==> config.mk <==
export PLATFORM = sky130hd
export DESIGN_NAME = dco_tune_sequencer
export DESIGN_NICKNAME = d
export VERILOG_FILES = /design/src/rtl/dco_tune_sequencer.sv
export SDC_FILE = /design/constraint.sdc
export NUM_CORES = 1
export LEC_CHECK = 0
export ABC_AREA = 1
export CORE_MARGIN = 4
export CORE_UTILIZATION = 60
export CTS_CLUSTER_DIAMETER = 150
export DETAILED_ROUTE_END_ITERATION = 7
export PLACE_DENSITY_LB_ADDON = 0.25
export SYNTH_ARGS = -nofsm -noshare
export SYNTH_HDL_FRONTEND = slang
export SYNTH_SLANG_ARGS = --single-unit
==> constraint.sdc <==
create_clock -name clock -period 4.6 [get_ports clock]
set_input_delay 0.46 -clock clock [delete_from_list [all_inputs] [get_ports clock]]
set_output_delay 0.46 -clock clock [all_outputs]
set_load 0.005 [all_outputs]
==> src/rtl/dco_tune_sequencer.sv <==
// Bang-bang DCO frequency-acquisition sequencer: integrates PD votes,
// issues single-cycle inc/dec steps with settle hold-off, tracks lock.
module dco_tune_sequencer #(
    parameter int ACC_WIDTH     = 6,
    parameter int THRESH        = 8,
    parameter int SETTLE_CYCLES = 4,
    parameter int LOCK_FLIPS    = 4,
    parameter int UNLOCK_RUN    = 3
) (
    input  logic clock,
    input  logic reset,
    input  logic enable,
    input  logic early,
    input  logic late,
    output logic inc,
    output logic dec,
    output logic locked,
    output logic busy
);

    localparam int SW = $clog2(SETTLE_CYCLES + 1);
    localparam int RW = $clog2(UNLOCK_RUN + 1);
    localparam int FW = $clog2(LOCK_FLIPS + 1);

    localparam logic signed [ACC_WIDTH-1:0] TH_POS  = ACC_WIDTH'(THRESH);
    localparam logic signed [ACC_WIDTH-1:0] TH_NEG  = ACC_WIDTH'(-THRESH);
    localparam logic signed [ACC_WIDTH-1:0] ACC_ONE = ACC_WIDTH'(1);
    localparam logic [SW-1:0] SETTLE_LD = SW'(SETTLE_CYCLES);
    localparam logic [RW-1:0] RUN_MAX   = RW'(UNLOCK_RUN);
    localparam logic [FW-1:0] FLIP_MAX  = FW'(LOCK_FLIPS);

    typedef enum logic [1:0] {
        IDLE,
        ACQUIRE,
        STEP,
        SETTLE
    } state_t;

    state_t                        state_q, state_d;
    logic signed [ACC_WIDTH-1:0]   acc_q, acc_d, acc_sum;
    logic [SW-1:0]                 settle_q, settle_d;
    logic [RW-1:0]                 run_q, run_d;
    logic [FW-1:0]                 flip_q, flip_d;
    logic                          dir_valid_q, dir_valid_d;
    logic                          dir_q, dir_d;
    logic                          inc_q, inc_d;
    logic                          dec_q, dec_d;
    logic                          locked_q, locked_d;
    logic                          step_up, step_dn;

    always_ff @(posedge clock or posedge reset) begin
        if (reset) begin
            state_q     <= IDLE;
            acc_q       <= '0;
            settle_q    <= '0;
            run_q       <= '0;
            flip_q      <= '0;
            dir_valid_q <= 1'b0;
            dir_q       <= 1'b0;
            inc_q       <= 1'b0;
            dec_q       <= 1'b0;
            locked_q    <= 1'b0;
        end else begin
            state_q     <= state_d;
            acc_q       <= acc_d;
            settle_q    <= settle_d;
            run_q       <= run_d;
            flip_q      <= flip_d;
            dir_valid_q <= dir_valid_d;
            dir_q       <= dir_d;
            inc_q       <= inc_d;
            dec_q       <= dec_d;
            locked_q    <= locked_d;
        end
    end

    always_comb begin
        state_d     = state_q;
        acc_d       = acc_q;
        acc_sum     = acc_q;
        settle_d    = settle_q;
        run_d       = run_q;
        flip_d      = flip_q;
        dir_valid_d = dir_valid_q;
        dir_d       = dir_q;
        inc_d       = 1'b0;
        dec_d       = 1'b0;
        locked_d    = locked_q;
        step_up     = 1'b0;
        step_dn     = 1'b0;

        if (!enable) begin
            state_d     = IDLE;
            acc_d       = '0;
            settle_d    = '0;
            run_d       = '0;
            flip_d      = '0;
            dir_valid_d = 1'b0;
            dir_d       = 1'b0;
            locked_d    = 1'b0;
        end else begin
            unique case (state_q)
                IDLE: begin
                    state_d = ACQUIRE;
                    acc_d   = '0;
                end
                ACQUIRE: begin
                    if (late && !early) begin
                        acc_sum = acc_q + ACC_ONE;
                    end else if (early && !late) begin
                        acc_sum = acc_q - ACC_ONE;
                    end
                    acc_d   = acc_sum;
                    step_up = (acc_sum == TH_POS);
                    step_dn = (acc_sum == TH_NEG);
                    if (step_up || step_dn) begin
                        acc_d   = '0;
                        state_d = STEP;
                        inc_d   = step_up;
                        dec_d   = step_dn;
                        // history only moves on an actual step
                        if (!dir_valid_q || (dir_q == step_up)) begin
                            run_d  = (run_q == RUN_MAX) ? RUN_MAX : run_q + RW'(1);
                            flip_d = '0;
                        end else begin
                            flip_d = (flip_q == FLIP_MAX) ? FLIP_MAX : flip_q + FW'(1);
                            run_d  = RW'(1);
                        end
                        dir_valid_d = 1'b1;
                        dir_d       = step_up;
                        if (flip_d == FLIP_MAX) begin
                            locked_d = 1'b1;
                        end else if (locked_q && (run_d == RUN_MAX)) begin
                            locked_d = 1'b0;
                        end
                    end
                end
                STEP: begin
                    state_d  = SETTLE;
                    settle_d = SETTLE_LD;
                end
                SETTLE: begin
                    if (settle_q <= SW'(1)) begin
                        settle_d = '0;
                        state_d  = ACQUIRE;
                    end else begin
                        settle_d = settle_q - SW'(1);
                    end
                end
                default: state_d = IDLE;
            endcase
        end
    end

    assign inc    = inc_q;
    assign dec    = dec_q;
    assign locked = locked_q;
    assign busy   = (state_q == STEP) || (state_q == SETTLE);

endmodule

==> results.sh <==
export IMPL_run_status="finished, final reports clean"
export IMPL_cts_root_buf="clkbuf_4"
export IMPL_slew_violations=0
export IMPL_cts_max_path_buffers=2
export IMPL_grt_pass1_vias=1169
export IMPL_pwr_share_clk_pct=16.0
export IMPL_synth_area_leader_cell="dfrtp_1"
export IMPL_cts_tree="done"
export IMPL_antenna_found_initial=0
export IMPL_grt_usage_pct=19.97
export IMPL_rsz0062_at_grt="no"
export IMPL_drc=0
export IMPL_gp_congestion=0.8508
export IMPL_wire_per_inst_um=12.27
export IMPL_setup_viol=0
export IMPL_cp_start_kind="flop"
export IMPL_ys_top_cells_by_count="nand2_1, inv_1, dfrtp_1"
export IMPL_worstSetupPathType="reg -> reg"
export IMPL_fp_dieW_um=55.66
export IMPL_ir_drop_uv=251.3
export IMPL_initial_core_util_pct=66.08
export IMPL_drt_total_wl_um=2737
export IMPL_critPathArrivalTime_ns=2.43
export IMPL_p_switching_w=0.0002425
export IMPL_diodes=0
export IMPL_p_per_area_nw_per_um2=380.9
export IMPL_syn_avg_cell_area_um2=7.405
export IMPL_netSwitchingFraction_pct=42.32
export IMPL_detail_route_antenna_nets=0
export IMPL_cts_setup_buffers=0
export IMPL_fin_total_pwr_w=0.0005729
export IMPL_finalNetCount=212
export IMPL_drive_gt1_share_pct=12.76
export IMPL_fin_crit_ns=2.210
export IMPL_cts_htree_levels=1
export IMPL_clkSlewWorstSetupHoldPaths_ns=0.12
export IMPL_synth_edff_count=0
export IMPL_io_buffers=8
export IMPL_yosys_warnings=0
export IMPL_die_h_um=55.66
export IMPL_drt_pass1_iterations=4
export IMPL_tns_ns=0
export IMPL_whs_ns=0.4986
export IMPL_ys_flop_type="dfrtp_1"
export IMPL_vias_per_cell=5.354
export IMPL_slew_headroom_pct=45.29
export IMPL_worstMarginPinSlew_ns=0.8198
export IMPL_via_count=1194
export IMPL_skew_ns=0.008105
export IMPL_hp_class="reg -> reg"
export IMPL_synth_distinct_cells=22
export IMPL_synthCells=184
export IMPL_synth_top_area_share_pct=38.57
export IMPL_area_growth_pct=10.38
export IMPL_seqPwrFrac_pct=43.6
export IMPL_core_um2=2062
export IMPL_leakagePower_nw=0.7627
export IMPL_grt_max_degree=22
export IMPL_synth_async_reset_ratio_pct=100.0
export IMPL_synth_most_common_cell="nand2_1"
export IMPL_clock_sinks=21
export IMPL_cts_resized=0
export IMPL_syn_nets=199
export IMPL_seq_area_frac_synth_pct=38.57
export IMPL_grt_pass1_wl_um=5002
export IMPL_hold_viol=0
export IMPL_intPower_w=0.0003304
export IMPL_critPathMaxFanout=5
export IMPL_dr_first_iter_drc_count=30
export IMPL_fp_dieArea_um2=3097
export IMPL_critPathRequiredTime_ns=4.82
export IMPL_finalCritPeriodShare_pct=48.05
export IMPL_crit_path_end_kind="flop"
export IMPL_ys_ff_latch=21
export IMPL_clock_latency_ns=0.31
export IMPL_synth_area_um2=1363
export IMPL_maxCapViolCount=0
export IMPL_p_comb_share_pct=40.4
export IMPL_io_pins=9
export IMPL_holdBufCountCts=0
export IMPL_hpwl_um=2136
export IMPL_synthTopCellsByArea="dfrtp_1, nand2_1, ha_1, inv_1, nand3_1"
export IMPL_grt_overflow=0
export IMPL_fmax_mhz=452.4
export IMPL_cts_buffers_inserted=3
export IMPL_fp_row_count=16
kinds of logic after synthesis:
group	share of synthesized area, %
flops	38.57
compound gates	10.29
simple gates	33.43
buf+inv	8.541
fa+ha+maj	9.183
layer usage:
layer	routed length (um)	GRT usage [%]	vias to the layer above
met1	1234	25.70	541
met5	0	0	-
met3	132	3.944	11
li1	-	-	610
met4	82	9.722	0
met2	1288	31.93	32
power groups by stage:
stage / Combinational [W] / Sequential (W) / Clock (W)
after detailed placement: 0.000229 / 0.000252 / 0
after CTS: 0.000231 / 0.000249 / 0.0000931
after floorplan: 0.000176 / 0.000245 / 0
final: 0.000231 / 0.000250 / 0.0000918
after global routing: 0.000267 / 0.000256 / 0.000100
after global placement: 0.000218 / 0.000249 / 0
placed cells by master, fill, tap and decap left out:
cell and count:
nand4_1 1, or2_0 1, nor2_4 1, nand3_1 17, a211oi_1 1, inv_1 24
nor2_2 3, o22ai_1 5, nor2_1 18, nand2_2 7, clkbuf_4 3, nand2_1 47
clkinv_2 1, a31oi_1 1, clkdlybuf4s50_1 8, dfrtp_1 21, o21ai_1 2, o31ai_1 1
inv_2 7, o211ai_1 3, a21oi_1 3, nand3_2 2, o21ai_0 8, nor2_8 1
ha_1 10
per-stage QoR:
step                      util, %  std cells  setup slack (ns)  instance area, um^2
after floorplan                 -        184             2.723                 1363
after global placement      71.60        219             2.203                 1476
after detailed placement    71.60        219             2.137                 1476
after CTS                   72.94        223             2.418                 1504
after global routing        72.94        223             2.210                 1504
final                       72.94        223             2.390                 1504
registers in the layout (all words and copies together), names as in the netlist:
register / count
dir_q: 1
state_q: 2
run_q: 2
dir_valid_q: 1
flip_q: 3
settle_q: 3
acc_q: 6
locked: 1
dec: 1
inc: 1
final timing paths:
path / from / end / slack [ns] / cells after the start
worst max register to register: acc_q[0] / locked / 2.39 / 18
worst max-delay path: acc_q[0] / locked / 2.39 / 18
min in group asynchronous: reset / flip_q[2] / 0.59 / 2
max in group asynchronous: reset / acc_q[1] / 3.50 / 2
worst min-delay path: settle_q[1] / settle_q[1] / 0.50 / 2
worst min register to register: settle_q[1] / settle_q[1] / 0.50 / 2
critical path, stage by stage (launching register included):
cell and delay, ns:
dfrtp_1 0.48, inv_2 0.10, ha_1 0.34, inv_1 0.06
nand2_1 0.05, nand2_1 0.05, nand2_1 0.08, nor2_2 0.12
nand2_2 0.07, nor2_4 0.11, nand2_2 0.09, nand2_1 0.07
nand2_1 0.11, nand2_1 0.10, nand2_1 0.06, nand3_1 0.07
nand2_1 0.06, nand2_1 0.06, nand2_1 0.05
final cells by class:
type / instances / area [um^2]
fillers: 163 / 558.0
flip-flops and latches: 21 / 525.5
repair buffers: 8 / 80.08
clock inverters: 1 / 5.005
inverters: 31 / 116.4
clock buffers: 3 / 22.52
well taps: 27 / 33.78
multi-input cells: 132 / 720.7
No activity file was read; power rests on OpenSTA's default activity.
